--- src/rtl/fpnew_norm_round_prep.sv ---
// Iterative normalizer feeding the FPU rounder: shifts a wide significand until normal/denormal, then packs {exp, mant}, round/sticky.
// Optional macro FPNEW_NORM_RSR_EN enables the stochastic-rounding bit output; otherwise stoch_bits_o is tied to zero.
module fpnew_norm_round_prep #(
  parameter int unsigned ExpBits      = 8,
  parameter int unsigned ManBits      = 23,
  parameter int unsigned InWidth      = 48,
  parameter int unsigned ShiftStep    = 8,
  parameter int unsigned RsrPrecision = 12
) (
  input  logic                       clk_i,
  input  logic                       rst_i,
  input  logic                       in_valid_i,
  output logic                       in_ready_o,
  input  logic [InWidth-1:0]         mant_i,
  input  logic [ExpBits+1:0]         exp_i,
  input  logic                       sign_i,
  output logic                       out_valid_o,
  input  logic                       out_ready_i,
  output logic [ExpBits+ManBits-1:0] abs_value_o,
  output logic [1:0]                 round_sticky_o,
  output logic [RsrPrecision-1:0]    stoch_bits_o,
  output logic                       sign_o,
  output logic                       of_o
);

  localparam int unsigned EW       = ExpBits + 2;
  localparam int unsigned CntW     = $clog2(InWidth + 2);
  localparam int unsigned StepCap  = (ShiftStep > InWidth + 1) ? InWidth + 1 : ShiftStep;
  localparam int unsigned RoundIdx = InWidth - ManBits - 2;
  localparam logic signed [EW-1:0] ExpMax = EW'((1 << ExpBits) - 1);
  localparam logic signed [EW-1:0] ExpOne = EW'(1);

  typedef enum logic [1:0] {IDLE, LSHIFT, RSHIFT, OUT} state_e;

  state_e                 state;
  logic [InWidth-1:0]     mant_q;
  logic signed [EW-1:0]   exp_q;
  logic                   sign_q;
  logic                   sticky_q;
  logic                   zero_q;
  logic [CntW-1:0]        cnt_q;

  int unsigned            lzc;
  logic                   found;
  int                     exp_in;
  int                     n;
  logic [CntW-1:0]        n_cap;
  state_e                 cap_next;
  logic [CntW-1:0]        step;
  logic [InWidth-1:0]     lost_mask;

  always_comb begin
    lzc   = 0;
    found = 1'b0;
    for (int unsigned i = 0; i < InWidth; i++) begin
      if (!found) begin
        if (mant_i[InWidth-1-i]) found = 1'b1;
        else                     lzc++;
      end
    end
  end

  // Right shift when the exponent is below the normal range, else left shift limited by exponent headroom.
  always_comb begin
    exp_in   = int'($signed(exp_i));
    n        = 0;
    cap_next = OUT;
    if (mant_i == '0) begin
      n        = 0;
      cap_next = OUT;
    end else if (exp_in < 1) begin
      n = 1 - exp_in;
      if (n > int'(InWidth) + 1) n = int'(InWidth) + 1;
      cap_next = RSHIFT;
    end else begin
      n        = (int'(lzc) < exp_in - 1) ? int'(lzc) : exp_in - 1;
      cap_next = (n == 0) ? OUT : LSHIFT;
    end
    n_cap = CntW'(n);
  end

  assign step      = (cnt_q > CntW'(StepCap)) ? CntW'(StepCap) : cnt_q;
  assign lost_mask = ~({InWidth{1'b1}} << step);

  always_ff @(posedge clk_i) begin
    if (rst_i) begin
      state    <= IDLE;
      mant_q   <= '0;
      exp_q    <= '0;
      sign_q   <= 1'b0;
      sticky_q <= 1'b0;
      zero_q   <= 1'b0;
      cnt_q    <= '0;
    end else begin
      case (state)
        IDLE: if (in_valid_i) begin
          mant_q   <= mant_i;
          exp_q    <= exp_i;
          sign_q   <= sign_i;
          sticky_q <= 1'b0;
          zero_q   <= (mant_i == '0);
          cnt_q    <= n_cap;
          state    <= cap_next;
        end
        LSHIFT: begin
          mant_q <= mant_q << step;
          exp_q  <= exp_q - EW'(step);
          cnt_q  <= cnt_q - step;
          if (cnt_q == step) state <= OUT;
        end
        RSHIFT: begin
          mant_q   <= mant_q >> step;
          sticky_q <= sticky_q | (|(mant_q & lost_mask));
          exp_q    <= exp_q + EW'(step);
          cnt_q    <= cnt_q - step;
          if (cnt_q == step) state <= OUT;
        end
        OUT: if (out_ready_i) state <= IDLE;
        default: state <= IDLE;
      endcase
    end
  end

  logic               data_vld;
  logic [ExpBits-1:0] exp_field;

  assign in_ready_o  = (state == IDLE);
  assign out_valid_o = (state == OUT);
  assign data_vld    = (state == OUT) && !zero_q;
  assign of_o        = data_vld && (exp_q >= ExpMax);
  assign sign_o      = data_vld && sign_q;
  // exp <= 1 also covers saturated right shifts that never reach exponent 1; the significand is zero there.
  assign exp_field   = ((exp_q <= ExpOne) && !mant_q[InWidth-1]) ? '0 : exp_q[ExpBits-1:0];

  always_comb begin
    abs_value_o    = '0;
    round_sticky_o = '0;
    if (of_o) begin
      abs_value_o = {{ExpBits{1'b1}}, {ManBits{1'b0}}};
    end else if (data_vld) begin
      abs_value_o    = {exp_field, mant_q[InWidth-2 -: ManBits]};
      round_sticky_o = {mant_q[RoundIdx], (|mant_q[RoundIdx-1:0]) | sticky_q};
    end
  end

`ifdef FPNEW_NORM_RSR_EN
  assign stoch_bits_o = (data_vld && !of_o) ? mant_q[RoundIdx -: RsrPrecision] : '0;
`else
  assign stoch_bits_o = '0;
`endif

endmodule

--- config.mk ---
export PLATFORM = sky130hd
export DESIGN_NAME = fpnew_norm_round_prep
export DESIGN_NICKNAME = d
export VERILOG_FILES = /design/src/rtl/fpnew_norm_round_prep.sv
export SDC_FILE = /design/constraint.sdc
export NUM_CORES = 1
export LEC_CHECK = 0
export BUFFER_PORTS_ARGS = -buffer_cell sky130_fd_sc_hd__buf_4
export CAP_MARGIN = 20
export CORE_UTILIZATION = 25
export DETAILED_ROUTE_END_ITERATION = 8
export GPL_TIMING_DRIVEN = 1
export PLACE_DENSITY_LB_ADDON = 0.05
export SLEW_MARGIN = 20
export SYNTH_ARGS = -nofsm -noshare
export SYNTH_HDL_FRONTEND = slang
export SYNTH_SLANG_ARGS = --single-unit
--- constraint.sdc ---
create_clock -name clk_i -period 74.2 [get_ports clk_i]
set_input_delay 3.71 -clock clk_i [delete_from_list [all_inputs] [get_ports clk_i]]
set_output_delay 3.71 -clock clk_i [all_outputs]
set_load 0.02 [all_outputs]
**After elaboration in Yosys (flattened, before gate mapping)**

Cells that the tools add are included.

- Add/subtract/negate cells: 52
- Order comparisons: 6
- Equality and inequality tests: 7
- Shift operators: 3
- Muxes and demuxes: 213
- Bitwise gates (word level): 4
- Reduce and logical (&&, ||, !) cells: 20

Operators by type and width:

| cell | count |
|---|---|
| $mux W32 | 95 |
| $add A32 B1 Y32 const B | 47 |
| $pmux W48 S3 | 1 |
| $mux W1 | 95 |
| $mux W31 | 2 |
| $and A48 B48 Y48 | 1 |
| $logic_not A48 Y1 | 1 |
| $mux W48 | 1 |
| $not A48 Y48 | 1 |
| $reduce_or A48 Y1 | 1 |
| $shl A48 B6 Y48 | 1 |
| $shl A48 B6 Y48 const A | 1 |
| $shr A48 B6 Y48 | 1 |
| $logic_not A32 Y1 | 1 |
| $lt A32 B32 Y1 | 1 |
| $mux W6 | 5 |
| $pmux W10 S3 | 1 |
| $reduce_or A23 Y1 | 1 |
| $mux W2 | 8 |
| $pmux W6 S2 | 1 |
| $gt A11 B7 Y1 const B | 1 |
| $sub A10 B2 Y11 const B | 1 |
| $sub A2 B10 Y11 const A | 1 |
| $add A10 B6 Y10 | 1 |
| other kinds (24) | 35 |

- Flip-flop bits (word level): 69
- Bits of input ports: 63
- Output and inout port bits: 49
- Logic and storage cells: 312

**Logic depth before layout (Yosys ltp)**

- Depth after elaboration: 150
- Gate-level depth with buffers: 177
- Gate-level depth less buffers: 176

**Least setup slack after synthesis**

No wires, ideal clock.

- Path type: input -> register
- Start point: input port mant_i[46]
- End point: register state[1]
- Library setup time: 0.122 ns
- Arrival time: 33.594 ns
- Data required time: 74.078 ns
- Slack: 40.484 ns
- Stages: 176
- Path buffers: 2
- Path through: buf_2 inv_1 nor2_1 ha_1 o21a_1 ha_1 mux2i_1 a21boi_0 ha_1 inv_1 o21ai_0 ha_1 mux2i_1 o21ai_0 ha_1 nand2_1 o211ai_1 ha_1 [... 140 more ...] nor2b_1 o21ai_0 nand2b_1 a21oi_1 nor2b_1 o21ai_0 nand2b_1 a21oi_1 o31ai_1 a221oi_1 o21ai_0 a41oi_1 nor2_1 clkbuf_1 mux2_2 a31oi_1 and3b_1 a311o_1

- Cells in the longest elaborated chain, start to end: 148
- Elaborated cells on any way between the ends: 196
- Classes of those cells: add/sub (46); order compare (1); mux (147); reduce/logical (2)

RTL lines:

| item | RTL line | text |
|---|---|---|
| start: declaration | 14 | `input logic [InWidth-1:0] mant_i,` |
| $mux W32 | 57 | `if (mant_i[InWidth-1-i]) found = 1'b1;` |
| $mux W32 | 56 | `if (!found) begin` |
| $add A32 B1 Y32 | 58 | `else lzc++;` |
| $mux W32 | 57 |  |
| $mux W32 | 56 |  |
| $add A32 B1 Y32 | 58 |  |
| $mux W32 | 57 |  |
| $mux W32 | 56 |  |
| [... 132 more ...] | - |  |
| $lt A32 B32 Y1 | 76 | `n = (int'(lzc) < exp_in - 1) ? int'(lzc) : exp_in - 1;` |
| $mux W32 | 76 |  |
| $logic_not A32 Y1 | 77 | `cap_next = (n == 0) ? OUT : LSHIFT;` |
| $mux W2 | 77 |  |
| $mux W2 | 71 | `end else if (exp_in < 1) begin` |
| $mux W2 * | 68 | `if (mant_i == '0) begin` |
| $mux W2 * | 96 | `IDLE: if (in_valid_i) begin` |
| $pmux W2 S3 * | 95 | `case (state)` |
| end signal: assignment | 103 | `state <= cap_next;` |
| end: declaration | 35 | `state_e state;` |

Mark *: on every way between the ends. The rest lies on a longest branch, timed or not. The select of a mux whose other input is x is not followed.
A chain may end at the register's enable or synchronous reset.

**Final worst setup path**

Same ends and word-level chain as after synthesis.

==> metrics.yaml <==
clock_network:
  path_clk_slew_ps: 60
  cts_hold_repair.buffers: 0
  total_number_of_clock_tree_sinks: 69
  cts_repair_resize_count: 0
  number_of_h_tree_branching_levels: 3
  cts-root-buf: "sky130_fd_sc_hd__clkbuf_16"
  postCtsSetupRepairBufs: 0
  tritoncts: "yes"
  cts-buffers-inserted: 9
  clk_path_buf_depth: 2
  clock_insertion_delay_worst_skew_ps: 370
synth:
  number_of_library_cell_types_mapped_by_synthesis: 102
  synth_largest_type_area_fraction_pct: 9.90
  dominant_cell_by_count_in_the_synthesized_netlist: "sky130_fd_sc_hd__nor2_1"
  synth-seq-cells: 69
  synthTopCellsByArea: "sky130_fd_sc_hd__mux2i_1 (9.9%), sky130_fd_sc_hd__dfxtp_1 (8.0%), sky130_fd_sc_hd__ha_1 (7.3%), sky130_fd_sc_hd__a21oi_1 (6.8%), sky130_fd_sc_hd__o21ai_0 (6.7%)"
  synth_area_per_cell_um2: 6.80
  synth_top_area_cell: "sky130_fd_sc_hd__mux2i_1"
  most_frequently_used_flop_master_after_synthesis: "sky130_fd_sc_hd__dfxtp_1"
  synth_edf_count: 0
  proportion_of_synthesized_flip_flops_having_asynchronous_set_or_reset_pct: 0
  synth_area_um2: 17200
  synthesis.yosys.warnings: 0
  synth.yosys.seq_area_share_pct: 8.03
  synthTopCellsByCount: "sky130_fd_sc_hd__nor2_1 (286), sky130_fd_sc_hd__nand2_1 (235), sky130_fd_sc_hd__a21oi_1 (234)"
  synthesis.instances: 2530
setup_path:
  startpoint_kind_of_the_worst_setup_timing_path: "input pin"
  worst-r2r-cell-count: 19
  r2r_slack_ps: 68590
  cp_data_arrival_time_ps: 36960
  worst-path-max-fanout: 14
  crit_path_frequent_cell: "sky130_fd_sc_hd__ha_1"
  critical_path.reg2reg.endpoint: "exp_q[9]$_SDFFE_PP0P_"
  critical_path.slowest_cell: "sky130_fd_sc_hd__nor2_1"
  crit-reg2reg-launch: "cnt_q[3]$_SDFFE_PP0P_"
  worst_path_largest_cell_delay_ps: 720
  required_ps: 74460
  end_point_of_the_critical_path: "state[1]$_SDFFE_PP0P_"
  crit_start: "mant_i[46]"
  endpoint_kind: "register"
  worst-setup-path-type: "input pin to register"
job:
  timing.max_cap.violations: 0
drt:
  vias_per_cell: 5.40
  drt_pass1_iterations: 7
  total_detailed_routing_wirelength_mm: 71.3
  drt_iter0_drc: 1205
  post-route-drc-count: 0
  via_count: 18400
  ant_nets: 0
  routed_wire_per_std_cell_um: 20.9
global_routing:
  grt_antenna_before_repair: 3
  grt_max_degree: 85
  global_route.overflow_total: 0
  grt_util_all_layers_pct: 20.0
  via_count_of_the_first_global_routing_pass: 18000
  grt_first_pass_wirelength_mm: 109
timing:
  timing.setup.tns_ps: 0
  finalCritPeriodShare_pct: 49.5
  tightest_slew_ps: 976
  finalClockSkew_ps: 8.00
  min_period_ps: 36700
  maxSlewViolCount: 0
  rsz0062_at_grt: "no"
  finalHoldViolCount: 0
  report.final.setup_viol: 0
  timing.max_slew.rel_slack_pct: 34.9
  fmax_mhz: 27.2
cells_and_area:
  area_delta_synth_final_pct: 10.7
  drive_gt1_share_pct: 9.17
  filler_instances: 7515
  antenna_diode_count: 0
  finish.instance_area_um2: 19000
  num-nets-final: 2700
power_and_ir_drop:
  total_leakage_power_nw: 7.52
  irDropWorstVdd_uv: 27.2
  power-per-cell-area_nw_per_um2: 24.3
floorplanning:
  die_outline_area_um2: 69800
  die_y_extent_um: 264
  coreArea_um2: 67600
  die_w_um: 264
  floorplan.rows: 95
  ioPinCount: 112
  initial_core_util_pct: 25.4
min_path:
  min_path_type: "register to register"
placement:
  place_congestion: 0.845
  dpl_cell_area_um2: 18700
  place_hpwl_mm: 54.7
  buffer_ports.inserted: 99
status:
  outcome: "complete, no violations"
## metrics by stage
stage,util [%],hold slack (ps),instances,worst slack [ps],power (mW)
final,28.1,455,3413,37500,0.462
after global routing,28.1,485,3413,34690,0.503
after CTS,28.1,458,3413,37500,0.464
after detailed placement,27.7,449,3398,37200,0.412
after global placement,27.7,440,3398,38300,0.412
after floorplan,-,431,2562,40480,0.307
## area by class of cell
class | instances | area (um^2) | share of cell area, %
timing repair buffer | 124 | 931 | 4.89
inverter | 66 | 249 | 1.31
multi-input combinational | 2266 | 15100 | 79.1
clock inverter | 4 | 72.6 | 0.381
sequential | 69 | 1380 | 7.27
tap | 873 | 1090 | 5.74
clock buffer | 11 | 243 | 1.28
## state kept, by name, summed over array words and instances, names as in the netlist
name / cells
cnt_q: 6
exp_q: 10
mant_q: 48
sign_q: 1
state: 2
sticky_q: 1
zero_q: 1
## layout by cell type (no fill, tap or decap), types with 65 or more instances in the layout
| master | count |
|---|---|
| sky130_fd_sc_hd__a21oi_1 | 233 |
| sky130_fd_sc_hd__buf_4 | 124 |
| sky130_fd_sc_hd__dfxtp_1 | 68 |
| sky130_fd_sc_hd__ha_1 | 98 |
| sky130_fd_sc_hd__mux2i_1 | 170 |
| sky130_fd_sc_hd__nand2_1 | 234 |
| sky130_fd_sc_hd__nand2b_1 | 78 |
| sky130_fd_sc_hd__nor2_1 | 285 |
| sky130_fd_sc_hd__nor3_1 | 65 |
| sky130_fd_sc_hd__o21ai_0 | 229 |
| sky130_fd_sc_hd__xnor2_1 | 119 |
## per-layer routing
metal / up-vias / track usage [%] / part of all wire, %
li1: 9108 / - / -
met1: 8910 / 27.4 / 48
met2: 337 / 33.6 / 47
met3: 68 / 1.40 / 3.0
met4: 6 / 5.31 / 1.9
met5: - / 0 / 0.045
## power breakdown
group	total, mW	internal, mW	switching (mW)
registers	0.0803	0.0509	0.0294
clock network	0.0501	0.0302	0.0199
logic	0.331	0.117	0.214
## kinds of logic after synthesis
family,count (synthesis),synth area share [%]
and+or+nand+nor,971,27.7
AOI/OAI and AO/OA,745,26.3
buffers and inverters,227,5.37
xor gates and xnor gates,213,13.1
muxes,192,11.5
adders and majority gates,111,7.97
DFF,69,8.03
other,2,0.0437
## worst max-delay path: cells and delay by family
family,cells,cell delay (ps)
and+or+nand+nor,39,5080
xor gates and xnor gates,3,520
buffers and inverters,9,880
adders and majority gates,45,13770
muxes,27,5120
AOI/OAI and AO/OA,54,7850
## worst min path at each step
| stage | startpoint | to | slack (ps) | cells after the start |
|---|---|---|---|---|
| 6_report | sign_q$_SDFFE_PP0P_ | sign_q$_SDFFE_PP0P_ | 460 | 2 |
| 5_1_grt | zero_q$_SDFFE_PP0P_ | zero_q$_SDFFE_PP0P_ | 480 | 2 |
| 4_1_cts | sign_q$_SDFFE_PP0P_ | sign_q$_SDFFE_PP0P_ | 460 | 2 |
| 3_5_place_dp | sign_q$_SDFFE_PP0P_ | sign_q$_SDFFE_PP0P_ | 450 | 2 |
| 3_3_place_gp | zero_q$_SDFFE_PP0P_ | zero_q$_SDFFE_PP0P_ | 440 | 2 |
| 2_1_floorplan | zero_q$_SDFFE_PP0P_ | zero_q$_SDFFE_PP0P_ | 430 | 2 |
Power figures use the tool's default switching activity.
